### src/rtl/keypad_pkg.sv
// Shared keypad definitions: matrix geometry, scan FSM states and code helpers.
// Also used by the 7-seg display path to render key legends.
package keypad_pkg;

    localparam int ROWS   = 4;
    localparam int COLS   = 4;
    localparam int CODE_W = 4;

    typedef enum logic [1:0] {
        SCAN,
        DEBOUNCE,
        PRESSED,
        RELEASE
    } scan_state_t;

    // Lowest-numbered active-low row wins when several rows are pulled down.
    function automatic logic [1:0] first_low_row(input logic [ROWS-1:0] rows);
        logic [1:0] idx;
        idx = 2'd0;
        for (int r = ROWS - 1; r >= 0; r--) begin
            if (!rows[r]) begin
                idx = 2'(r);
            end
        end
        return idx;
    endfunction

    function automatic logic [1:0] col_index(input logic [COLS-1:0] cols);
        logic [1:0] idx;
        case (cols)
            4'b1110: idx = 2'd0;
            4'b1101: idx = 2'd1;
            4'b1011: idx = 2'd2;
            4'b0111: idx = 2'd3;
            default: idx = 2'd0;
        endcase
        return idx;
    endfunction

    // Printed legend of a standard 4x4 pad as a hex digit; '*' shows as E, '#' as F.
    function automatic logic [3:0] key_legend(input logic [CODE_W-1:0] code);
        logic [3:0] digit;
        case (code)
            4'd0:    digit = 4'h1;
            4'd1:    digit = 4'h2;
            4'd2:    digit = 4'h3;
            4'd3:    digit = 4'hA;
            4'd4:    digit = 4'h4;
            4'd5:    digit = 4'h5;
            4'd6:    digit = 4'h6;
            4'd7:    digit = 4'hB;
            4'd8:    digit = 4'h7;
            4'd9:    digit = 4'h8;
            4'd10:   digit = 4'h9;
            4'd11:   digit = 4'hC;
            4'd12:   digit = 4'hE;
            4'd13:   digit = 4'h0;
            4'd14:   digit = 4'hF;
            default: digit = 4'hD;
        endcase
        return digit;
    endfunction

endpackage

### src/rtl/scan_tick.sv
// Free-running prescaler producing a one-cycle tick every SCAN_DIV clocks.
// Shared between the keypad scanner and the multiplexed display driver.
module scan_tick #(
    parameter int SCAN_DIV = 125000
) (
    input  logic clk,
    input  logic reset,
    output logic tick
);

    localparam int CW = $clog2(SCAN_DIV);
    localparam logic [CW-1:0] LAST = CW'(SCAN_DIV - 1);

    logic [CW-1:0] count;

    always_ff @(posedge clk) begin
        if (reset) begin
            count <= '0;
        end else if (count == LAST) begin
            count <= '0;
        end else begin
            count <= count + CW'(1);
        end
    end

    assign tick = (count == LAST);

endmodule

### src/rtl/keypad_scan.sv
// 4x4 matrix keypad scanner: rotating active-low column drive, synchronized and
// debounced row sensing, and a single registered key event per press with valid/ack.
module keypad_scan #(
    parameter int SCAN_DIV     = 125000,
    parameter int DEBOUNCE_CNT = 4
) (
    input  logic       clk,
    input  logic       reset,
    input  logic [3:0] row_in,
    output logic [3:0] col_out,
    output logic [3:0] key_code,
    output logic       key_valid,
    input  logic       key_ack,
    output logic       key_held,
    output logic       overrun
);

    import keypad_pkg::*;

    localparam int CNT_W = (DEBOUNCE_CNT < 2) ? 1 : $clog2(DEBOUNCE_CNT + 1);
    localparam logic [CNT_W-1:0] CNT_LAST = CNT_W'(DEBOUNCE_CNT - 1);

    scan_state_t      state, state_next;
    logic [3:0]       row_meta, row_s;
    logic [3:0]       col_next;
    logic [1:0]       cand_row, cand_next;
    logic [CNT_W-1:0] cnt, cnt_next;
    logic             tick;
    logic             accept;
    logic [3:0]       new_code;

    scan_tick #(
        .SCAN_DIV(SCAN_DIV)
    ) u_tick (
        .clk  (clk),
        .reset(reset),
        .tick (tick)
    );

    always_ff @(posedge clk) begin
        if (reset) begin
            state <= SCAN;
        end else begin
            state <= state_next;
        end
    end

    // The FSM only moves on ticks; "reaching" the debounce count is tested one
    // short of the limit so acceptance happens on the tick that would make it.
    always_comb begin
        state_next = state;
        col_next   = col_out;
        cand_next  = cand_row;
        cnt_next   = cnt;
        accept     = 1'b0;
        if (tick) begin
            case (state)
                SCAN: begin
                    if (row_s == 4'hF) begin
                        col_next = {col_out[2:0], col_out[3]};
                    end else begin
                        cand_next = first_low_row(row_s);
                        cnt_next  = CNT_W'(1);
                        if (DEBOUNCE_CNT == 1) begin
                            accept     = 1'b1;
                            state_next = PRESSED;
                        end else begin
                            state_next = DEBOUNCE;
                        end
                    end
                end
                DEBOUNCE: begin
                    if (!row_s[cand_row]) begin
                        cnt_next = cnt + CNT_W'(1);
                        if (cnt == CNT_LAST) begin
                            accept     = 1'b1;
                            state_next = PRESSED;
                        end
                    end else begin
                        cnt_next   = '0;
                        col_next   = {col_out[2:0], col_out[3]};
                        state_next = SCAN;
                    end
                end
                PRESSED: begin
                    if (row_s == 4'hF) begin
                        cnt_next = CNT_W'(1);
                        if (DEBOUNCE_CNT == 1) begin
                            col_next   = {col_out[2:0], col_out[3]};
                            state_next = SCAN;
                        end else begin
                            state_next = RELEASE;
                        end
                    end
                end
                RELEASE: begin
                    if (row_s == 4'hF) begin
                        cnt_next = cnt + CNT_W'(1);
                        if (cnt == CNT_LAST) begin
                            col_next   = {col_out[2:0], col_out[3]};
                            state_next = SCAN;
                        end
                    end else begin
                        state_next = PRESSED;
                    end
                end
                default: begin
                    state_next = SCAN;
                end
            endcase
        end
    end

    assign new_code = {cand_next, col_index(col_out)};
    assign key_held = (state == PRESSED) || (state == RELEASE);

    // A pending unacknowledged key is never overwritten; the newcomer is dropped and flagged.
    always_ff @(posedge clk) begin
        if (reset) begin
            row_meta  <= 4'hF;
            row_s     <= 4'hF;
            col_out   <= 4'b1110;
            cand_row  <= 2'd0;
            cnt       <= '0;
            key_code  <= 4'd0;
            key_valid <= 1'b0;
            overrun   <= 1'b0;
        end else begin
            row_meta <= row_in;
            row_s    <= row_meta;
            col_out  <= col_next;
            cand_row <= cand_next;
            cnt      <= cnt_next;
            if (accept) begin
                if (!key_valid || key_ack) begin
                    key_code  <= new_code;
                    key_valid <= 1'b1;
                end else begin
                    overrun <= 1'b1;
                end
            end else if (key_ack) begin
                key_valid <= 1'b0;
            end
        end
    end

endmodule

### config.mk
export PLATFORM = sky130hd
export DESIGN_NAME = keypad_scan
export DESIGN_NICKNAME = d
export VERILOG_FILES = /design/src/rtl/keypad_pkg.sv /design/src/rtl/scan_tick.sv /design/src/rtl/keypad_scan.sv
export SDC_FILE = /design/constraint.sdc
export NUM_CORES = 1
export LEC_CHECK = 0
export ABC_CLOCK_PERIOD_IN_PS = 3000
export CORE_ASPECT_RATIO = 1.4
export CORE_MARGIN = 3
export CORE_UTILIZATION = 35
export DETAILED_ROUTE_END_ITERATION = 8
export HOLD_SLACK_MARGIN = 0.15
export SETUP_SLACK_MARGIN = 0.02
export SLEW_MARGIN = 40
export SYNTH_ARGS = -nofsm -noshare
export SYNTH_HDL_FRONTEND = slang
export SYNTH_HIERARCHICAL = 1
export SYNTH_SLANG_ARGS = --single-unit
### constraint.sdc
create_clock -name clk -period 3 [get_ports clk]
set_input_delay 0.6 -clock clk [delete_from_list [all_inputs] [get_ports clk]]
set_output_delay 0.6 -clock clk [all_outputs]
set_load 0.01 [all_outputs]
==> results of run 1 <==
-- registers in the layout, summed over array words and instances, names as in the netlist, 2 cells and up --
name / flops
cnt: 3
row_s: 4
state: 2
col_out: 4
row_meta: 4
u_tick/count: 17
cand_row: 2
key_code: 4
-- metrics by stage --
stage | setup slack [ns] | area [um^2] | util | hold WS [ns]
floorplan | 0.804 | 1860 | - | 0.389
global placement | 0.673 | 2080 | 0.418 | 0.390
detailed placement | 0.661 | 2100 | 0.420 | 0.393
CTS | 0.637 | 2190 | 0.438 | 0.411
global route | 0.502 | 2190 | 0.438 | 0.428
finish | 0.642 | 2190 | 0.438 | 0.410
-- cell families after synthesis --
group                      share of synthesized area
and+or+nand+nor                                0.263
DFF                                            0.451
AOI/OAI and AO/OA                              0.103
xor gates and xnor gates                      0.0799
buffers and inverters                         0.0376
muxes                                         0.0443
adders and majority gates                     0.0201
-- metal layers --
| metal | vias to the layer above | track usage | wire, um |
|---|---|---|---|
| li1 | 740 | - | - |
| met1 | 664 | 0.151 | 1490 |
| met2 | 27 | 0.201 | 1710 |
| met3 | 8 | 0.0328 | 156 |
| met4 | 0 | 0.0778 | 102 |
| met5 | - | 0 | 0 |
-- power by group --
| part | switching [mW] | internal (mW) | total (mW) |
|---|---|---|---|
| Clock | 0.181 | 0.186 | 0.367 |
| Sequential | 0.00703 | 0.565 | 0.572 |
| Combinational | 0.0218 | 0.0216 | 0.0434 |
| Total | 0.210 | 0.773 | 0.983 |
-- layout make-up --
type	instances	area share
Clock inverter	1	0.00229
Clock buffer	7	0.0395
Sequential cell	42	0.384
Multi-Input combinational cell	144	0.435
Timing Repair Buffer	20	0.0898
Tap cell	64	0.0366
Inverter	7	0.0120
-- synth_stat cells, drive strengths merged --
cell / count / share of area
a21o: 3 / 0.012
or4: 1 / 0.0060
nor3b: 3 / 0.012
o221a: 1 / 0.0060
or3: 2 / 0.0067
or2: 9 / 0.030
nand3: 9 / 0.024
a311oi: 1 / 0.0047
a211oi: 2 / 0.0081
nand2: 11 / 0.022
mux4: 1 / 0.012
o41ai: 1 / 0.015
o21a: 1 / 0.0040
ha: 3 / 0.020
a21oi: 7 / 0.019
dfxtp: 42 / 0.45
a31oi: 2 / 0.0067
mux2i: 6 / 0.032
a22o: 2 / 0.0094
nand4: 8 / 0.027
inv: 7 / 0.014
o21ba: 1 / 0.0054
nor3: 5 / 0.013
buf: 3 / 0.011
xor2: 4 / 0.019
o21ai: 2 / 0.0054
xnor2: 13 / 0.061
o221ai: 1 / 0.0047
nor4: 6 / 0.020
o22ai: 1 / 0.0034
clkbuf: 6 / 0.012
nor4b: 2 / 0.017
nand2b: 6 / 0.020
and2: 1 / 0.0034
nor2: 28 / 0.056
or2b: 1 / 0.0040
-- how the worst min path moves through the flow --
stage / end / slack (ns) / cells after the start
floorplan: row_s[0] / 0.39 / 1
CTS: row_s[1] / 0.41 / 1
detailed placement: row_s[1] / 0.39 / 1
global route: row_s[1] / 0.43 / 1
finish: row_s[1] / 0.41 / 1
global placement: row_s[0] / 0.39 / 1
==> results summary, run 1 <==
Max-cap violations in this run came to 0. The worst setup path is captured at a register. The library cell used most frequently in the layout, excluding fill and tap cells, is dfxtp_1.

The initial core utilization is 0.373. The worst setup path is of the reg2reg kind. The core footprint is 4990 um^2. In the layout the commonest cells are dfxtp_1 (42), nor2_1 (28), clkdlybuf4s50_1 (17). Among all stages on the critical path, the largest delay is contributed by or4_4. The startpoint identified for the worst register-to-register timing path is u_tick/count[4]. The detailed-route wire length per cell came out at 12.1 um.

The total grt overflow is 0. TritonCTS built the clock tree. The highest fanout seen on the critical path came out at 10. Measured against its own limit, the worst slew margin works out to 0.605. The number of failing setup endpoints in the final timing report came out at 0. Post-CTS timing repair inserted 0 buffers for setup. The full die area is 6250 um^2. Walking the worst path, the cells encountered are or4_4 > nor4_1 > buf_4 > nor3b_1 > a21oi_1 > a211oi_1 > a21o_1. The pin count of the biggest net entering global routing is 18. The global router's overall resource usage is 0.128. The die is 92.3 um tall. The final HPWL from detailed placement is 2560 um. The timing-limited maximum frequency is 424 MHz.

The worst voltage drop across the vdd grid came out at 0.188 mV. The number of hold buffers added after cts is 0. The number of synthesized register bits is 42. Following the worst setup path forward leads to its endpoint at key_code[2]. The final critical-path share of the clock period is 0.786.

The post-layout instance count excluding filler cells is 285. The number of global-route vias before repair came out at 1346. The count of inserted antenna diode cells came out at 0. The clock input transition at the sequential cells of the worst setup and hold paths is 0.07 ns. The fraction of layout instances using a drive strength above 1 is 0.0995. The floorplan step set the die width to 67.7 um. The overall via count from detail_route is 1439. For this run, the slowest stage of the critical path takes 0.55 ns.

In this run the remaining antenna-violating nets after routing total 0. The synthesized net count came out at 212. The endpoint identified for the worst register-to-register timing path is key_code[2].

At the end of the flow, the number of nets in the layout was 230. The multi-input logic area is 952 um^2. For flop-to-flop paths, the worst setup slack is 0.64 ns.

After filler insertion, the fill cell instance count of the layout stands at 495. The share of the Yosys chip area taken by registers is 0.451. The quantity of gates resized following cts came out at 0. The number of max-slew violations in the final report is 0. The worst clock skew came out at 0.00147 ns.

The largest delay contributor family on the critical path is simple AND/OR/NAND/NOR gates. The routability congestion estimate is 0.779. The number of buffers inserted by port buffering is 17.

The netlist uses 39 different library cells. At the pin with the least slew margin, the transition time is 0.593 ns. After routing, the total negative slack on setup checks comes to 0 ns. The number of buffers inserted during clock tree synthesis is 5. The data arrival time of the critical path came out at 2.60 ns. The count of final hold-check violations came out at 0. The mapped cell area is 1860 um^2. At the later pin of the worst-skew pair, clock insertion delay measures 0.29 ns. The H-tree generated during clock tree synthesis spans 2 levels. The wire length reported by the detailed router came out at 3460 um.

The total power consumption of the routed design came out at 0.983 mW. After detailed placement, the design holds a cell count of 277. The number of placement rows is 30.

The number of clock sinks came out at 42. The class of the tightest hold or removal check is reg2reg. The area taken by flip-flops and latches is 841 um^2. The number of DRC markers in iteration 0 came out at 131. 18 I/O pins were placed. Relative to the synthesized area, the layout overhead comes to 17.4%. The worst-case clock buffer depth came out at 2. Yosys printed 6 warnings. The analysis attributes to cell leakage a power of 0.794 nW. The number of stages on the worst setup path came out at 7. The required time of the worst setup path is 3.24 ns. The first global-routing pass estimated 6130 um of wire.

Setup repair after global routing left no endpoint under its margin. The path depth of the worst reg2reg path came out at 7. The most critical setup path has its startpoint at u_tick/count[4]. The number of antenna violations at the first check in global routing came out at 0. Clock tree synthesis selected as its root buffer the cell clkbuf_8. In the routed layout, each cell is associated on average with a via count of 5.05. The time the final worst path needs with I/O delays and setup came out at 2.36 ns. The first detailed-routing pass took 4 iterations. The flow ran to the end, and the final reports show no timing, DRC or antenna violations. The start point of the worst hold path is row_meta[1]. The number of buffer and inverter instances along the worst setup path came out at 1. The critical path launch point type is a register. The power density relative to cell area came out at 449 nW/um^2. The cell count after synthesis is 202. For this run, design rule violations remaining after detail routing come to 0.

The synthesized area per cell came out at 9.22 um^2.
Power figures use the tool's default switching activity.
==> run 2, diff against run 1 <==
ABC_CLOCK_PERIOD_IN_PS = 2000   (was 3000)
clock period = 2 ns   (was 3 ns; I/O delays follow)
==> run 2 against run 1 <==
  * Clock power up 79%
  * Sequential power grew 50%
  * Die area is the same
  * Sequential share of layout area is 3.8 points lower
  * Critical endpoint is now overrun
  * Largest power group unchanged
==> results summary, run 2 (same netlist as run 1, synthesis figures left out) <==
Summed over all failing endpoints, the final setup total negative slack is 0 ns. The critical-path cell with the highest stage delay is or4_4. The pin count of the biggest net entering global routing is 17. In this run the most critical hold path is launched from row_meta[3]. The global router's overall resource usage came out at 0.132. The number of buffer and inverter instances along the worst setup path is 1. STA classifies the critical path endpoint as a register. The number of stages on the worst setup path came out at 7. The relative slew slack is 0.604.

The time the final worst path needs with I/O delays and setup is 1.94 ns. The CTS tree is built. The vias per cell is 4.96. In this run the tool buffered the top-level ports with 17 buffer cells. u_tick/count holds more flip-flops than any other register.

The H-tree was split into 2 levels. The power density relative to cell area is 653 nW/um^2. After detailed routing, the number of remaining DRC violations is 0.

The largest delay contributor family on the critical path is simple AND/OR/NAND/NOR gates. The number of hold buffers added after cts is 0. The worst register-to-register path begins at u_tick/count[7].

Setup repair after global routing could not meet its margin everywhere. The transition time at the pin with the least slew margin is 0.594 ns. The library cells used most frequently in the layout, excluding fill and tap cells, are dfxtp_1 (40), nor2_1 (28), buf_4 (26). The initial core utilization is 0.373. The horizontal die dimension came out at 67.7 um.

The number of flip-flops under the largest register name is 17. The number of buffers inserted during clock tree synthesis is 5. After filler insertion, the fill cell instance count of the layout stands at 484. The number of ports placed on the die boundary is 18. The internal reg-to-reg setup slack is 0.06 ns. The worst setup slack before clock tree synthesis came out at -0.0000824 ns. In this design, the stage delay of the slowest critical-path cell is 0.54 ns.

The clock passes through at most 2 buffers. The final critical-path share of the clock period came out at 0.971. The path depth of the worst reg2reg path came out at 7. The number of DRC markers in iteration 0 is 46. The count of final hold-check violations is 0. The worst setup margin came out at 0.0583 ns. The number of failing setup endpoints in the final timing report came out at 0. The wire length of the first global-routing pass is 6380 um.

The worst voltage drop across the vdd grid is 0.405 mV. For hold timing, the worst endpoint is row_s[3]. The number of antenna violations at the first check in global routing came to 0. The worst register-to-register path ends at overrun. The first detailed-routing pass took 4 iterations. The timing-limited maximum frequency is 515 MHz.

The number of global-route vias before repair is 1482. The number of nets with antenna violations after routing is 0. The highest fanout seen on the critical path came out at 6. The layout overhead on the synthesized area is 30.6%.

The critical path in this run is classified as reg2reg. The class of the tightest hold or removal check is reg2reg. Along the worst hold path, the cell count comes to 1. The beginning of the critical path is u_tick/count[7]. At the later pin of the worst-skew pair, clock insertion delay measures 0.29 ns. STA classifies the critical path startpoint as a register. The wire length reported by the detailed router came out at 3650 um. The number of max-slew violations in the final report is 0. After global routing the overflow that remains totals 0. The full die area is 6250 um^2. CTS saw 42 sinks. The number of placement rows came out at 30. The final HPWL from detailed placement came out at 2660 um. The core footprint came out at 4990 um^2.

The required time of the worst setup path came out at 2.23 ns. The analysis attributes to cell leakage a power of 0.927 nW. The summed area of non-filler cells in the final layout came out at 2430 um^2. The worst clock skew is 0.00747 ns. Clock tree synthesis selected as its root buffer the cell clkbuf_8.

The number of antenna diodes in the final layout is 0. The total cell area at the placement stage came out at 2270 um^2. For the worst setup path, the data arrival time is 2.17 ns.

Summing over every cut layer, the via total after detailed routing is 1527. Max-cap violations in this run came to 0. Dividing the detail-routed wire length by the instance count gives 11.8 um. The signal on the critical path passes through or4_4 > nor4_2 > buf_4 > nand3_1 > or3_4 > o21ba_1 > nor2_1. The most common cell after layout, fill and taps aside is dfxtp_1. Of the cells placed in the final design, the portion with a size suffix greater than 1 is 0.225. The final layout net count is 253.

The die extent in y came out at 92.3 um. The clock input transition at the sequential cells of the worst setup and hold paths is 0.08 ns. The congestion estimate from routability-driven global placement came to 0.806.

The flow ran to the end, and the final reports show no timing, DRC or antenna violations.
-- run 2: worst register-to-register path, cell delays in order, from the launching register on --
cell	delay, ns
dfxtp_1	0.32
or4_4	0.54
nor4_2	0.15
buf_4	0.19
nand3_1	0.09
or3_4	0.36
o21ba_1	0.19
nor2_1	0.07
-- run 2: power breakdown --
group	internal, mW	switching [mW]
clock network	0.372	0.284
logic	0.0374	0.0373
registers	0.848	0.00834
total	1.26	0.329
-- run 2: metal layers --
metal,global-route usage,vias to the layer above,routed length (um)
li1,-,783,-
met1,0.153,721,1660
met2,0.219,18,1800
met3,0.0291,5,102
met4,0.0694,0,75
met5,0,-,0
-- run 2: what timing repair did --
item	CTS	global route
buffers inserted	1	1
endpoints found under the setup margin	3	12
pin swaps	0	3
hold endpoints to repair	0	0
resized for setup	3	6
gates cloned	0	0
-- run 2: final cells by class --
type                            instances  area (um^2)  area share
Sequential cell                        42          843       0.347
Timing Repair Buffer                   43          365       0.150
Tap cell                               64         80.1      0.0329
Clock buffer                            6         72.6      0.0298
Multi-Input combinational cell        144         1010       0.414
Inverter                                7         26.3      0.0108
Clock inverter                          2         37.5      0.0154
-- run 2: stage by stage --
step                      instances  utilization  total power [mW]  hold WS (ns)
final                           308        0.487              1.59         0.410
after global routing            308        0.487              1.66         0.418
after CTS                       307        0.481              1.60         0.411
after detailed placement        298        0.454             0.950         0.392
after global placement          298        0.454             0.949         0.391
after floorplan                 202            -             0.920         0.389
-- run 2: worst max-delay path by stage --
| stage | to | slack, ns |
|---|---|---|
| after floorplan | key_code[2] | 0.005 |
| after global placement | key_code[2] | 0.02 |
| after detailed placement | key_code[3] | -0.00008 |
| after CTS | key_code[2] | 0.04 |
| after global routing | overrun | -0.06 |
| final | overrun | 0.06 |
